$ cat config.mk
export PLATFORM = sky130hd
export DESIGN_NAME = sum_parallel_param
export DESIGN_NICKNAME = d
export VERILOG_FILES = /design/src/rtl/sum_par_pkg.sv /design/src/rtl/sum_par_lane.sv /design/src/rtl/sum_parallel_param.sv
export SDC_FILE = /design/constraint.sdc
export NUM_CORES = 1
export LEC_CHECK = 0
export CAP_MARGIN = 20
export CORE_ASPECT_RATIO = 0.6
export CORE_UTILIZATION = 60
export DETAILED_ROUTE_END_ITERATION = 6
export PLACE_DENSITY_LB_ADDON = 0.1
export SYNTH_ARGS = -nofsm -noshare
export SYNTH_HDL_FRONTEND = slang
export SYNTH_SLANG_ARGS = --single-unit
export TNS_END_PERCENT = 50
$ cat constraint.sdc
create_clock -name CLK -period 7.7 [get_ports CLK]
set_input_delay 1.155 -clock CLK [delete_from_list [all_inputs] [get_ports CLK]]
set_output_delay 1.155 -clock CLK [all_outputs]
set_load 0.05 [all_outputs]
$ cat src/rtl/sum_par_pkg.sv
// Shared types and elaboration helpers for the multi-lane burst accumulator.
package sum_par_pkg;

  typedef enum logic [1:0] {
    IDLE    = 2'd0,
    COLLECT = 2'd1,
    REDUCE  = 2'd2,
    DONE    = 2'd3
  } state_e;

  function automatic int lane_w(input int data_w, input int lanes, input int samples);
    return data_w + $clog2(samples / lanes);
  endfunction

  function automatic int sum_w(input int data_w, input int samples);
    return data_w + $clog2(samples);
  endfunction

  function automatic bit is_pow2(input int v);
    return (v > 0) && ((v & (v - 1)) == 0);
  endfunction

  function automatic bit params_ok(input int lanes, input int samples);
    return is_pow2(lanes) && (lanes >= 2) && is_pow2(samples) &&
           (samples >= lanes) && ((samples % lanes) == 0);
  endfunction

endpackage

$ cat src/rtl/sum_par_lane.sv
// One lane accumulator: synchronous clear wins over a qualified add.
module sum_par_lane
  import sum_par_pkg::*;
#(
  parameter int DATA_W = 8,
  parameter int LANE_W = lane_w(8, 4, 128)
) (
  input  logic              CLK,
  input  logic              RST_n,
  input  logic              clr,
  input  logic              en,
  input  logic [DATA_W-1:0] din,
  output logic [LANE_W-1:0] acc
);

  logic [LANE_W-1:0] acc_q;
  logic [LANE_W-1:0] acc_d;

  always_comb begin
    acc_d = acc_q;
    if (clr) begin
      acc_d = '0;
    end else if (en) begin
      acc_d = acc_q + LANE_W'(din);
    end
  end

  always_ff @(posedge CLK) begin
    if (!RST_n) begin
      acc_q <= '0;
    end else begin
      acc_q <= acc_d;
    end
  end

  assign acc = acc_q;

endmodule

$ cat src/rtl/sum_parallel_param.sv
// Burst accumulator: samples dealt round-robin over LANES accumulators, then reduced.
// Define SUM_PAR_AVG_EN to report the rounded mean instead of the raw total.
module sum_parallel_param
  import sum_par_pkg::*;
#(
  parameter int DATA_W  = 8,
  parameter int LANES   = 4,
  parameter int SAMPLES = 128
) (
  input  logic                                  CLK,
  input  logic                                  RST_n,
  input  logic                                  data_start,
  input  logic                                  in_valid,
  input  logic [DATA_W-1:0]                     input_data,
  output logic                                  busy,
  output logic [sum_w(DATA_W, SAMPLES)-1:0]     sum,
  output logic                                  sum_enable,
  output logic                                  overrun
);

  localparam int LANE_W = lane_w(DATA_W, LANES, SAMPLES);
  localparam int SUM_W  = sum_w(DATA_W, SAMPLES);
  localparam int CNT_W  = $clog2(SAMPLES) + 1;
  localparam int SEL_W  = $clog2(LANES);
  localparam int LOG_S  = $clog2(SAMPLES);

  if (!params_ok(LANES, SAMPLES)) begin : g_bad_params
    $error("sum_parallel_param: LANES and SAMPLES must be powers of two, LANES >= 2, SAMPLES a multiple of LANES");
  end

  state_e            state_q, state_d;
  logic [CNT_W-1:0]  cnt_q, cnt_d;
  logic [SUM_W-1:0]  sum_q, sum_d;
  logic              sum_enable_q, sum_enable_d;
  logic              overrun_q, overrun_d;

  logic              lane_clr;
  logic              lane_add;
  logic [LANE_W-1:0] lane_acc [LANES];
  logic [SUM_W-1:0]  total;
  logic [SUM_W-1:0]  result;

  for (genvar gi = 0; gi < LANES; gi++) begin : g_lane
    sum_par_lane #(
      .DATA_W (DATA_W),
      .LANE_W (LANE_W)
    ) u_lane (
      .CLK   (CLK),
      .RST_n (RST_n),
      .clr   (lane_clr),
      .en    (lane_add && (cnt_q[SEL_W-1:0] == SEL_W'(gi))),
      .din   (input_data),
      .acc   (lane_acc[gi])
    );
  end

  always_comb begin
    total = '0;
    for (int i = 0; i < LANES; i++) begin
      total = total + SUM_W'(lane_acc[i]);
    end
  end

  // Adding SAMPLES/2 cannot carry out of SUM_W: the total is at most (2^DATA_W-1)*SAMPLES.
`ifdef SUM_PAR_AVG_EN
  assign result = (total + SUM_W'(SAMPLES / 2)) >> LOG_S;
`else
  assign result = total;
`endif

  always_comb begin
    state_d      = state_q;
    cnt_d        = cnt_q;
    sum_d        = sum_q;
    sum_enable_d = 1'b0;
    overrun_d    = 1'b0;
    lane_clr     = 1'b0;
    lane_add     = 1'b0;
    case (state_q)
      IDLE: begin
        if (data_start) begin
          state_d  = COLLECT;
          cnt_d    = '0;
          lane_clr = 1'b1;
        end
      end
      COLLECT: begin
        overrun_d = data_start;
        if (in_valid) begin
          lane_add = 1'b1;
          cnt_d    = cnt_q + CNT_W'(1);
          if (cnt_q == CNT_W'(SAMPLES - 1)) begin
            state_d = REDUCE;
          end
        end
      end
      REDUCE: begin
        overrun_d    = data_start;
        sum_d        = result;
        sum_enable_d = 1'b1;
        state_d      = DONE;
      end
      DONE: begin
        // A start here chains straight into the next burst.
        if (data_start) begin
          state_d  = COLLECT;
          cnt_d    = '0;
          lane_clr = 1'b1;
        end else begin
          state_d = IDLE;
        end
      end
      default: state_d = IDLE;
    endcase
  end

  always_ff @(posedge CLK) begin
    if (!RST_n) begin
      state_q      <= IDLE;
      cnt_q        <= '0;
      sum_q        <= '0;
      sum_enable_q <= 1'b0;
      overrun_q    <= 1'b0;
    end else begin
      state_q      <= state_d;
      cnt_q        <= cnt_d;
      sum_q        <= sum_d;
      sum_enable_q <= sum_enable_d;
      overrun_q    <= overrun_d;
    end
  end

  assign busy       = (state_q != IDLE);
  assign sum        = sum_q;
  assign sum_enable = sum_enable_q;
  assign overrun    = overrun_q;

endmodule

### Yosys cells after proc, flatten, opt, wreduce, memory -nomap -nowiden

Cells that the tools add are included.

| word-level totals | value |
|---|---|
| word-level logic and storage cells | 56 |
| bits in registers | 79 |
| output and inout port bits | 18 |
| input port bits | 12 |

| cells by class | value |
|---|---|
| reductions and logical operators | 14 |
| add/sub/neg operators | 8 |
| multiplexer cells | 13 |
| equal/unequal tests | 11 |
| bitwise logic cells | 1 |

Operators by type and width:

| operator | number |
|---|---|
| 13-bit by 8-bit adder with 13-bit output | 4 |
| 8-bit 2-to-1 mux | 2 |
| 8-bit one-hot mux with 2 select lines | 1 |
| 14-bit by 13-bit adder with 15-bit output | 1 |
| 15-bit by 13-bit adder with 15-bit output | 1 |
| 13-bit by 13-bit adder with 14-bit output | 1 |
| 8-bit by 1-bit adder with 8-bit output (second input constant) | 1 |
| 2-bit == test (second input constant) | 4 |
| 8-bit by 7-bit == test with 1-bit output (second input constant) | 1 |
| 2-bit one-hot mux with 4 select lines | 1 |
| 1-bit 2-to-1 mux | 6 |
| 2-bit 2-to-1 mux | 3 |
| 2-bit != test (second input constant) | 3 |
| 3-bit AND reduction | 2 |
| 2-bit OR reduction | 3 |
| 2-bit by 1-bit == test with 1-bit output (second input constant) | 2 |
| 1-bit logical AND | 4 |
| 2-bit logical NOT | 2 |
| 2-bit nonzero test | 2 |
| 2-bit by 1-bit != test with 1-bit output (second input constant) | 1 |
| 2-bit AND reduction | 1 |
| 1-bit NOT | 1 |

### Longest topological paths before layout

| depth | value |
|---|---|
| depth in word-level cells | 4 |
| mapped depth | 12 |
| mapped depth without buffers | 12 |

### By module

A second synthesis with hierarchy kept.

| unflattened totals | value |
|---|---|
| cell total of the unflattened synthesis | 750 |
| area, all modules | 6381.1 µm² |

By module, submodules not included:

| module | instances | area an instance (µm²) | cells each | seq. area each (µm²) |
|---|---|---|---|---|
| sum_par_lane at g_lane[1].u_lane ... | 3 | 945.9 | 108 | 260.2 |
| sum_parallel_param | 1 | 2656.3 | 319 | 540.5 |
| sum_par_lane at g_lane[0].u_lane | 1 | 887.1 | 107 | 260.2 |

### Worst setup path before layout

OpenSTA, ideal clock, no wires.

| timing path | value |
|---|---|
| path type | flip-flop to flip-flop |
| start point | reg g_lane[0].u_lane.acc_q[1] |
| end point | reg sum_q[11] (netlist: sum[11]) |
| cell stages (with the launch flop) | 13 |
| slack | 4.407 ns |
| setup time | 0.124 ns |
| period minus slack after synthesis | 3.293 ns |
| path buffers | 0 |
| data arrival time | 3.169 ns |
| required time | 7.576 ns |
| path through | dfxtp_1 inv_1 fa_1 fa_1 inv_1 ha_1 fa_1 a211oi_1 o21bai_1 a2111oi_0 o21bai_1 xnor2_1 o21ai_0 |

| between the ends | value |
|---|---|
| cells in the longest elaborated chain, start to end | 3 |

Ends and longest elaborated chain:

| element | line | source |
|---|---|---|
| start, declared | sum_par_lane.sv:16 | `logic [LANE_W-1:0] acc_q;` |
| start signal, assigned | sum_par_lane.sv:30 | `acc_q <= '0;` |
| start signal, assigned | sum_par_lane.sv:32 | `acc_q <= acc_d;` |
| 13-bit by 13-bit adder with 14-bit output | sum_parallel_param.sv:60 | `total = total + SUM_W'(lane_acc[i]);` |
| 14-bit by 13-bit adder with 15-bit output | sum_parallel_param.sv:60 |  |
| 15-bit by 13-bit adder with 15-bit output | sum_parallel_param.sv:60 |  |
| end signal, assigned | sum_parallel_param.sv:127 | `sum_q <= sum_d;` |
| end, declared | sum_parallel_param.sv:33 | `logic [SUM_W-1:0] sum_q, sum_d;` |

Every way passes these cells.
A chain may end at the register's enable or synchronous reset.

### Worst setup path in the final report

Same ends and word-level chain as after synthesis.

==> run metrics <==
status=completed; unrepaired setup endpoints after global routing=false; worst clock skew=0.00454 ns; Synth top area share=27.4%; critical path required time=7.96 ns; vias per cell=5.73; area of the core=9260 sq um; Final Cycle Share=48.5%; Chip Height=78.0 um; Tot GR Track Use=29.5%; global-route wire length before repair=22700 um; Starting DRT DRC Count=215; Mean Syn Cell Area=8.31 sq um; Filler Cells Inserted=761; Critical Path Sink Type=register; # hold bufs at CTS=0; Tmin final=3.73 ns; top cells by area, synth=dfxtp_1, ha_1, fa_1; adder-cell share of the synthesized area=22.3%; largest area contributor in the netlist=dfxtp_1; Final Max Tran Viols=0; most common cell in the netlist=inv_1; fraction of final layout cells sized beyond drive strength 1=3.88%; synth cell count leaders=inv_1, dfxtp_1, nor2_1, nand2_1, ha_1; vias in the first global route=4673; yosys warns=0; Setup TNS=0 ns; Crit path buffers/inverters=2; DRT Pass-1 Iters=5; CTS tree=built; Post-Syn Nets=791; synthesized cell area=5770 sq um; total CTS buffers=9; most used cell along the critical path=fa_1; DRC=0; FF+latch area=1580 sq um; WL final=13500 um; end-of-flow core utilization=69.7%; predominant post-synthesis flop cell=dfxtp_1; total grt overflow=0; multiplexer share of the synthesized area=1.39%; ANT cells=0; maximum VDD drop=123 uV; xor and xnor fraction of the mapped netlist area=6.53%; I/O pins=30; Seq/Total Area, Yosys=27.4%; HP Class=register to register; DP HPWL=10600 um; main combinational cell family by area after synthesis=adder cells; initial antenna violation count=0; buffers added on ports=29; largest stage delay on the critical path=0.56 ns; Post-CTS Setup Inserts=0; cell count after synthesis=694; Setup violations, final=0; Rows=27; area occupied by multi-input gates=3790 sq um; starting density of the core=62.3%; Compound-Gate Fraction of Synth Area=18.0%; power per cell area=192 nW/um^2; max_cap viols=0; CTS Root Cell=clkbuf_16; Die ar.=10000 sq um; routed wire length per instance=15.8 um; leakage power=2.63 nW; number of clock sinks=79; Post-synth EDFFs=0; Yosys cell types=56; Layout area overhead=11.8%; CTS clk-pin slew, worst paths=0.06 ns; clk buf depth=2; delay-heaviest family, CP=adder cells; Startpoint Class=register; Vias=4878; H-tree Lvls=3; Post-CTS Resized=0; final antenna-violating net count=0; critical path's slowest cell=fa_1; Final GP Congestion=0.987; Rel. slew slack=54.1%; Critical Path AT=4.00 ns; Max Clk Rate=268 MHz; cells along the critical path=inv_1, fa_1, fa_1, inv_1, ha_1, fa_1, a211oi_1, o21bai_1, a2111oi_0, o21bai_1, xnor2_1, o21ai_0; CP Max Fanout=3; pin count of the biggest net entering global routing=54; WS Path Type=register to register; Synth Area in Simple Gates=17.5%; Skew-Pair Late Insertion Delay=0.34 ns; worst slew pin tran=0.689 ns; FFs w/ async S/R, synth=0%; die span in x=129 um; endpoints failing hold=0; NumNets Final=814; number of synthesized register bits=79
-- worst min-delay path: cells and delay by family, from the launching register on --
family / cells / cell delay [ns]
DFF: 1 / 0.32
AOI/OAI and AO/OA: 1 / 0.06
and+or+nand+nor: 1 / 0.04
-- per-layer routing --
layer / part of all wire [%] / vias to the layer above / track usage, % / wire, um
met3: 7.7 / 23 / 6.41 / 1030
met1: 50 / 2244 / 43.6 / 6710
met2: 41 / 195 / 43.2 / 5540
met5: 0 / - / 0 / 0
met4: 1.4 / 0 / 7.88 / 190
li1: - / 2416 / - / -
-- registers in the layout (all words and copies together) (netlist names) --
| name | cells |
|---|---|
| cnt_q | 8 |
| g_lane.u_lane.acc | 52 |
| overrun | 1 |
| state_q | 2 |
| sum | 15 |
| sum_enable | 1 |
-- where the power goes --
group	internal [mW]	switching (mW)
combinational	0.123	0.242
clock	0.251	0.177
sequential	0.430	0.0182
-- cell families (layout without fill, tap and decap cells) --
| group | Yosys count | in the layout |
|---|---|---|
| flops | 79 | 79 |
| fa+ha+maj | 85 | 85 |
| compound gates | 160 | 160 |
| mux | 8 | 8 |
| simple gates | 216 | 216 |
| xor+xnor | 43 | 43 |
| buf+inv | 103 | 131 |
-- final cells by class --
class	count	share of cell area [%]
multi-input combinational	512	58.8
sequential	79	24.5
inverter	85	4.94
timing repair buffer	30	4.62
clock buffer	9	3.49
tap	130	2.52
clock inverter	7	1.12
-- cells in the final DEF, fill, tap and decap left out, types with 12 or more instances in the layout --
cell type,count
nor2_1,72
clkdlybuf4s50_1,29
fa_1,30
ha_1,55
xnor2_1,29
nand2_1,60
xor2_1,14
a21o_1,12
a211oi_1,22
nand3_1,18
dfxtp_1,79
a21oi_1,45
inv_1,85
o21ai_0,27
-- path summary, 6_finish.rpt --
path / start / to / slack, ns / cells past startpoint
hold reg to reg: sum[9]$_SDFFE_PN0P_ / sum[9]$_SDFFE_PN0P_ / 0.45 / 2
hold / removal: sum[9]$_SDFFE_PN0P_ / sum[9]$_SDFFE_PN0P_ / 0.45 / 2
setup reg to reg: g_lane[0].u_lane.acc[1]$_SDFFE_PP0P_ / sum[11]$_SDFFE_PN0P_ / 3.97 / 12
setup / recovery: g_lane[0].u_lane.acc[1]$_SDFFE_PP0P_ / sum[11]$_SDFFE_PN0P_ / 3.97 / 12
-- through the flow --
stage          hold WS, ns  setup slack, ns  power [mW]  cells  cell area (sq um)
2_1_floorplan        0.449             4.41       0.719    694               5770
5_1_grt              0.493             3.62        1.31    852               6450
3_3_place_gp         0.438             3.89       0.801    836               6150
3_5_place_dp         0.449             3.82       0.815    836               6150
4_1_cts              0.463             3.98        1.25    852               6450
6_report             0.455             3.97        1.24    852               6450
No activity file was read; power rests on OpenSTA's default activity.
